<file path="config.mk">
export PLATFORM = sky130hd
export DESIGN_NAME = hp_tx_serializer
export DESIGN_NICKNAME = d
export VERILOG_FILES = /design/src/rtl/hp_tx_serializer.sv
export SDC_FILE = /design/constraint.sdc
export NUM_CORES = 1
export LEC_CHECK = 0
export ABC_AREA = 1
export CORE_MARGIN = 2
export CORE_UTILIZATION = 55
export CTS_CLUSTER_DIAMETER = 60
export DETAILED_ROUTE_END_ITERATION = 8
export HOLD_SLACK_MARGIN = 0.05
export PLACE_DENSITY = 0.89
export SYNTH_ARGS = -nofsm -noshare
export SYNTH_HDL_FRONTEND = slang
export SYNTH_SLANG_ARGS = --single-unit
</file>
<file path="constraint.sdc">
create_clock -name div_clk -period 2.6 [get_ports div_clk]
set_input_delay 0.26 -clock div_clk [delete_from_list [all_inputs] [get_ports div_clk]]
set_output_delay 0.26 -clock div_clk [all_outputs]
set_load 0.005 [all_outputs]
</file>
<file path="src/rtl/hp_tx_serializer.sv">
// hp_tx_serializer
//   Transmit side of the HP dock. Accepts 8-bit words on a valid/ready interface,
//   buffers them in a small FIFO and shifts them out one bit per div_clk on tx_bit,
//   which drives the dock's swing_in. Back-to-back words leave with no gap bit.
//   Flags a sticky underrun when the stream breaks while enabled and counts sent words.

module hp_tx_serializer #(
   parameter int unsigned FIFO_DEPTH = 4,     // power of 2, >= 2
   parameter bit          MSB_FIRST  = 1'b1,  // 1: bit7 leaves first, 0: bit0 first
   parameter logic        IDLE_LEVEL = 1'b0,  // tx_bit level while nothing is shifted
   parameter int unsigned CNT_W      = 16,
   localparam int unsigned AW = $clog2(FIFO_DEPTH),
   localparam int unsigned LW = AW + 1
) (
   input  logic             div_clk,
   input  logic             free_run_rst_n,
   input  logic [7:0]       tx_data,
   input  logic             tx_valid,
   output logic             tx_ready,
   input  logic             enable,
   input  logic             clear_underrun,
   output logic             tx_bit,
   output logic             busy,
   output logic             underrun,
   output logic [LW-1:0]    fifo_level,
   output logic [CNT_W-1:0] words_sent
);

   typedef enum logic {
      S_IDLE  = 1'b0,
      S_SHIFT = 1'b1
   } state_t;

   state_t           state_q, state_d;

   logic [7:0]       mem [FIFO_DEPTH];
   logic [AW-1:0]    wr_ptr_q, rd_ptr_q;
   logic [LW-1:0]    count_q;
   logic             full, empty, push, pop;

   logic [7:0]       sreg_q;
   logic [2:0]       bit_cnt_q;
   logic [CNT_W-1:0] words_sent_q;
   logic             underrun_q;

   logic             load, shift, word_done, set_underrun;

   assign full  = (count_q == LW'(FIFO_DEPTH));
   assign empty = (count_q == '0);
   assign push  = tx_valid && !full;
   // Pops come only from the registered FIFO state, so a word written into an
   // empty FIFO is never consumed in the same cycle.
   assign pop   = load;

   // Next state and per-cycle control for the shifter.
   always_comb begin
      // NOTE: every output of this block gets a default first, so no path leaves
      // a signal unassigned and no latch is inferred.
      state_d      = state_q;
      load         = 1'b0;
      shift        = 1'b0;
      word_done    = 1'b0;
      set_underrun = 1'b0;
      case (state_q)
         S_IDLE: begin
            if (enable && !empty) begin
               load    = 1'b1;
               state_d = S_SHIFT;
            end
         end
         S_SHIFT: begin
            if (bit_cnt_q == 3'd7) begin
               word_done = 1'b1;
               if (enable && !empty) begin
                  load = 1'b1;              // next word follows with no gap bit
               end else begin
                  state_d      = S_IDLE;
                  set_underrun = enable;    // a deliberate stop is not an underrun
               end
            end else begin
               shift = 1'b1;
            end
         end
         default: state_d = S_IDLE;
      endcase
   end

   // FSM state register.
   always_ff @(posedge div_clk or negedge free_run_rst_n) begin
      // NOTE: sequential state uses non-blocking assignments so every register
      // samples the pre-edge values, independent of statement order.
      if (!free_run_rst_n) state_q <= S_IDLE;
      else                 state_q <= state_d;
   end

   // FIFO word storage.
   always_ff @(posedge div_clk) begin
      // NOTE: the storage array has no reset; validity is tracked by count_q and
      // the pointers, so stale words are never observed.
      if (push) mem[wr_ptr_q] <= tx_data;
   end

   // FIFO pointers and occupancy; simultaneous push and pop leave the level unchanged.
   always_ff @(posedge div_clk or negedge free_run_rst_n) begin
      if (!free_run_rst_n) begin
         wr_ptr_q <= '0;
         rd_ptr_q <= '0;
         count_q  <= '0;
      end else begin
         if (push) wr_ptr_q <= wr_ptr_q + AW'(1);
         if (pop)  rd_ptr_q <= rd_ptr_q + AW'(1);
         case ({push, pop})
            2'b10:   count_q <= count_q + LW'(1);
            2'b01:   count_q <= count_q - LW'(1);
            default: count_q <= count_q;
         endcase
      end
   end

   // Shift register and bit counter for the word on the wire.
   always_ff @(posedge div_clk or negedge free_run_rst_n) begin
      if (!free_run_rst_n) begin
         sreg_q    <= '0;
         bit_cnt_q <= '0;
      end else if (load) begin
         sreg_q    <= mem[rd_ptr_q];
         bit_cnt_q <= '0;
      end else if (shift) begin
         sreg_q    <= MSB_FIRST ? {sreg_q[6:0], 1'b0} : {1'b0, sreg_q[7:1]};
         bit_cnt_q <= bit_cnt_q + 3'd1;
      end else if (word_done) begin
         bit_cnt_q <= '0;
      end
   end

   // Count of fully shifted words; wraps naturally.
   always_ff @(posedge div_clk or negedge free_run_rst_n) begin
      if (!free_run_rst_n)  words_sent_q <= '0;
      else if (word_done)   words_sent_q <= words_sent_q + CNT_W'(1);
   end

   // Sticky underrun flag; a set in the same cycle as a clear wins.
   always_ff @(posedge div_clk or negedge free_run_rst_n) begin
      if (!free_run_rst_n)     underrun_q <= 1'b0;
      else if (set_underrun)   underrun_q <= 1'b1;
      else if (clear_underrun) underrun_q <= 1'b0;
   end

   // tx_bit is taken straight from registers, so an async reset forces the
   // idle level at once without waiting for an edge.
   assign tx_bit     = (state_q == S_SHIFT) ? (MSB_FIRST ? sreg_q[7] : sreg_q[0])
                                            : IDLE_LEVEL;
   assign tx_ready   = !full;
   assign busy       = (state_q == S_SHIFT);
   assign underrun   = underrun_q;
   assign fifo_level = count_q;
   assign words_sent = words_sent_q;

endmodule

</file>
======== Yosys cells after proc, flatten, opt, wreduce, memory -nomap -nowiden ========
Memory sizes are Yosys's and may differ from the RTL's.
Index checks and enable logic that the tools add are counted.
operators by class
  equality and inequality tests ........... 4
  reductions and logical operators ........ 9
  multiplexer cells ....................... 23
  bitwise gates (word level) .............. 1
  $add $sub $neg .......................... 6
operator list
  operator                                          count
  adder 16 x 1 -> 16 bit, second input constant     1
  2-to-1 mux 8 bit                                  2
  2-to-1 mux 1 bit                                  15
  2-to-1 mux 3 bit                                  3
  adder 3 x 1 -> 3 bit, second input constant       2
  == test 3 bit, second input constant              2
  case mux 3 bit (2 select lines)                   1
  nonzero test 2 bit                                3
  adder 2 x 1 -> 2 bit, second input constant       2
  case mux 1 bit (2 select lines)                   2
  zero test 3 bit                                   1
  nonzero test 3 bit                                1
  subtractor 3 x 1 -> 3 bit, second input constant  1
  == test 2 x 1 -> 1 bit, second input constant     1
  == test 2 bit, second input constant              1
  logical AND 1 bit                                 2
  zero test 1 bit                                   2
  inverter 1 bit                                    1
word-level totals
  register bits ........................... 36
  word-level logic and storage cells ...... 52
  bits in writable memories ............... 32
  bits of input ports ..................... 13
  memories kept ........................... 1
memories
  memory  depth  bits a word  rd ports  clocked after Yosys merged registers in  write ports  line  source
  mem     4      8            1         0                                        1            36    logic [7:0] mem [FIFO_DEPTH];

======== Longest topological paths before layout ========
Gate-level depths: netlist (run 1).
  word-level depth ........................ 8
  depth in mapped cells ................... 11
  gate-level depth less buffers ........... 10

======== Least setup slack after synthesis (run 1) ========
OpenSTA, ideal clock, no wires.
  kind .................................... register to register
  from .................................... reg bit_cnt_q[0]
  to ...................................... reg count_q[2], in the netlist fifo_level[2]
  stages on the path, launching flop included .. 12
  library setup time ...................... 0.131 ns
  buffers on the path ..................... 1
  path slack .............................. 0.479 ns
  arrival ................................. 1.990 ns
  period minus slack after synthesis ...... 2.121 ns
  cell sequence ........................... dfrtp_1 > ha_1 > ha_1 > nor2_4 > nor2_4 > buf_4 > ha_1 > inv_1 > fa_1 > a21oi_1 > o21ai_0 > xor2_1
between the ends
  cells in the longest elaborated chain, start to end .. 5
  elaborated cells on any way between the ends .. 7
  classes of those cells .................. eq/ne (3); mux (3); reduce/logical (1)
ends and longest elaborated chain
  element                                                                line  source
  start, declared                                                        42    logic [2:0] bit_cnt_q;
  start signal, assigned                                                 130   bit_cnt_q <= bit_cnt_q + 3'd1;
  == test 3 bit (*)                                                      72    if (bit_cnt_q == 3'd7) begin
  2-to-1 mux 1 bit (*)                                                   72
  case mux 1 bit (2 select lines) (*)                                    64    case (state_q)
  == test 2 x 1 -> 1 bit or == test 2 bit (tied branches)                112   case ({push, pop})
  case mux 3 bit (2 select lines) or nonzero test 2 bit (tied branches)  n/a
  end signal, assigned                                                   113   2'b10: count_q <= count_q + LW'(1);
  end signal, assigned                                                   114   2'b01: count_q <= count_q - LW'(1);
  end signal, assigned                                                   115   default: count_q <= count_q;
  end, declared                                                          38    logic [LW-1:0] count_q;
Mark *: on every way between the ends. The rest lies on a longest branch, timed or not.
A chain may end at the register's enable or synchronous reset.

======== Worst setup path after layout (run 1) ========
Ends and elaborated chain as after synthesis.

==> impl_metrics.json, run 1 <==
{
  "status": "completed",
  "fin_util_pct": 68.1,
  "syn-instance-count": 296,
  "synth_common_cells": "65 x nand2_1, 36 x dfrtp_1, 32 x edfxtp_1, 30 x nand3_1, 29 x nor2_1",
  "cellPowerDensity_nw_per_um2": 958,
  "grt_pass1_wl_um": 9560,
  "synth_edf_count": 32,
  "fillers": 407,
  "nNetsFinal": 364,
  "dieArea_um2": 6170,
  "synth_fa_ha_area_share_pct": 3.93,
  "synth.distinct_cells": 29,
  "async_flop_share_pct": 52.9,
  "cpMostUsedCell": "ha_1",
  "cpPeakStageDelay_ns": 0.38,
  "cts.path.max_buffers": 2,
  "relSlewSlack_pct": 70.2,
  "final_cells": 419,
  "rr_worst_depth": 10,
  "yosysTopAreaCell": "edfxtp_1",
  "switching_power_mw": 1.24,
  "hold_violations": 0,
  "initialDrtViolationCount": 139,
  "rsz0062_at_grt": "false",
  "power_frac_seq_pct": 44.5,
  "port_buffers": 35,
  "synth_top_family_by_area": "simple AND/OR/NAND/NOR gates",
  "die_h_um": 78.6,
  "hpwl_um": 3860,
  "cts.sinks": 68,
  "root_buffer": "clkbuf_8",
  "wl_per_cell_um": 13.2,
  "num_antenna_cells": 0,
  "switching_share_pct": 35.1,
  "combPwrFrac_pct": 31.9,
  "postCtsHoldBufs": 0,
  "worstMarginPinSlew_ns": 0.446,
  "post-route-period-util_pct": 89.6,
  "grt_pass1_vias": 2145,
  "clk_latency_ns": 0.34,
  "first_pass_iters": 4,
  "grtUsageTotal_pct": 20.3,
  "htreeDepth": 3,
  "cts_tree": "yes",
  "syn-cell-area_um2": 3060,
  "fin_skew_ns": 0.00660,
  "fp-row-count": 27,
  "syn_nets": 318,
  "yosys_warnings": 0,
  "maxSlewViolCount": 0,
  "cp-end-kind": "register",
  "ys_ff_latch": 68,
  "cts_setup_buffers": 0,
  "vias_per_cell": 5.15,
  "drc_errors": 0,
  "antenna_found_initial": 0,
  "gp_congestion": 0.778,
  "numCtsBuffers": 9,
  "setup_violations": 0,
  "grt_overflow": 0,
  "yosys-top-cells-area": "edfxtp_1 31%, dfrtp_1 29%, nand2_1 8.0%",
  "required_ns": 2.82,
  "clkTransAtPathRegs_ns": 0.07,
  "power_leakage_nw": 1.59,
  "p_int_mw": 2.30,
  "drv_cap": 0,
  "finalWirelength_um": 5540,
  "hold_path.class": "in -> async",
  "design_area_um2": 3700,
  "placed_cell_area_um2": 3510,
  "syn-mean-instance-area_um2": 10.3,
  "post-synth-top-count-cell": "nand2_1",
  "die_w_um": 78.6,
  "crit_slowest_cell": "fa_1",
  "drive_above_1_share_pct": 12.4,
  "yosys.area_share.simple_pct": 22.4,
  "cp_cell_sequence": "ha_1, ha_1, nor2_4, nor2_4, ha_1, inv_1, fa_1, a21oi_1, o21ai_0, xor2_1",
  "vias": 2156,
  "synth_compound_area_share_pct": 3.97,
  "coreArea_um2": 5440,
  "synth_xor_area_share_pct": 3.72,
  "area_growth_pct": 21.1,
  "setup.worst_path.class": "reg -> reg",
  "fin_tns_setup_ns": 0,
  "grt_max_degree": 37,
  "cts_resized": 0,
  "io_pins": 36,
  "pwr-share-clk_pct": 23.6,
  "dp.cells": 403,
  "ir_worst_vdd_v": 0.000661,
  "synth_top_cell_area_share_pct": 31.4,
  "arrival_ns": 2.56,
  "final_antenna_net_count": 0,
  "start_util_pct": 56.2,
  "synth_flop_cell": "dfrtp_1",
  "min_period_ns": 2.33,
  "startpoint_type": "register",
  "worstPathMaxFanout": 12,
  "synthMuxAreaShare_pct": 0,
  "synth_seq_area_share_pct": 60.9,
  "clock.fmax_mhz": 429
}
-- cell families (layout without fill, tap and decap cells) --
group                    after synthesis  count (layout)
AND/OR/NAND/NOR                      145             145
flip-flops                            68              68
buffers and inverters                 37              88
AO/OA/AOI/OAI                         24              24
XOR/XNOR                              13              13
adder cells (fa/ha/maj)                9               9
-- final cells by class --
cell class,count,area [um^2],area share [%]
clock inverter,7,67.6,1.82
tap,72,90.1,2.43
timing repair buffer,42,403,10.9
clock buffer,9,124,3.35
multi-input combinational,191,1040,28.1
inverter,30,116,3.14
sequential,68,1860,50.3
-- layer usage --
layer	wire [um]	GRT usage, %	up-vias
met5	0	0	-
met4	44	8.60	0
met3	280	6.09	4
met2	2850	35.0	59
met1	2370	23.6	1033
li1	-	-	1060
-- power groups by stage --
stage | combinational, mW | clock, mW | sequential, mW
floorplan | 0.784 | 0 | 1.55
global placement | 1.08 | 0 | 1.58
detailed placement | 1.13 | 0 | 1.60
CTS | 1.15 | 0.855 | 1.58
global route | 1.29 | 0.911 | 1.61
finish | 1.13 | 0.837 | 1.58
-- per-stage QoR --
step / hold slack, ns / setup slack, ns / power, mW
global placement: 0.468 / 0.316 / 2.66
detailed placement: 0.476 / 0.270 / 2.73
global route: 0.362 / 0.0647 / 3.81
finish: 0.324 / 0.269 / 3.55
floorplan: -0.0356 / 0.479 / 2.33
CTS: 0.333 / 0.254 / 3.58
-- placed cells by master (no fill, tap or decap) --
cell type        Yosys  layout
nand2_1             65      65
nand3_4              1       1
buf_4                2       7
nor3_2               1       1
bufinv_16            0       1
dfrtp_1             36      36
xnor2_1              6       6
nor2_4               4       4
xor2_1               7       7
o22ai_1              1       1
nand4_1              3       3
fa_1                 1       1
nand2_2              2       2
o21ai_1             10      10
clkdlybuf4s50_1      0      35
clkinv_4             0       2
nand2_4              1       1
nand3b_1             3       3
inv_4                1       1
inv_1               24      24
clkbuf_8             0       9
nor2_2               3       3
edfxtp_1            32      32
clkinv_2             1       5
nor2_1              29      29
o21ai_0              8       8
inv_2                4       4
ha_1                 8       8
nand3_2              2       2
a21oi_1              5       5
nand3_1             30      30
nor3_1               1       1
-- path summary, 6_finish.rpt --
check | start | end | slack (ns)
worst max register to register | bit_cnt_q[0] | fifo_level[2] | 0.27
worst min-delay path | free_run_rst_n | words_sent[0] | 0.32
worst min register to register | bit_cnt_q[0] | bit_cnt_q[0] | 0.48
worst max-delay path | bit_cnt_q[0] | fifo_level[2] | 0.27
max in group asynchronous | free_run_rst_n | bit_cnt_q[0] | 1.95
min in group div_clk | bit_cnt_q[0] | bit_cnt_q[0] | 0.48
-- sequential cells by signal, summed over array words and instances, names as in the netlist --
register	flops
bit_cnt_q	3
busy	1
fifo_level	3
mem	32
rd_ptr_q	2
sreg_q	8
underrun	1
words_sent	16
wr_ptr_q	2
-- worst max-delay path, delay by kind of cell, from the launching register on --
| family | cells | cell delay (ns) |
|---|---|---|
| buffers and inverters | 1 | 0.06 |
| DFF | 1 | 0.37 |
| AOI/OAI and AO/OA | 2 | 0.25 |
| and+or+nand+nor | 2 | 0.41 |
| xor gates and xnor gates | 1 | 0.15 |
| adders and majority gates | 4 | 0.98 |
No activity file was read; power rests on OpenSTA's default activity.
==> inputs of run 2 (changes only) <==
- CAP_MARGIN: unset -> 10
==> results of run 2 <==
Same layout as run 1: the final DEF is identical, and so are final timing and power.
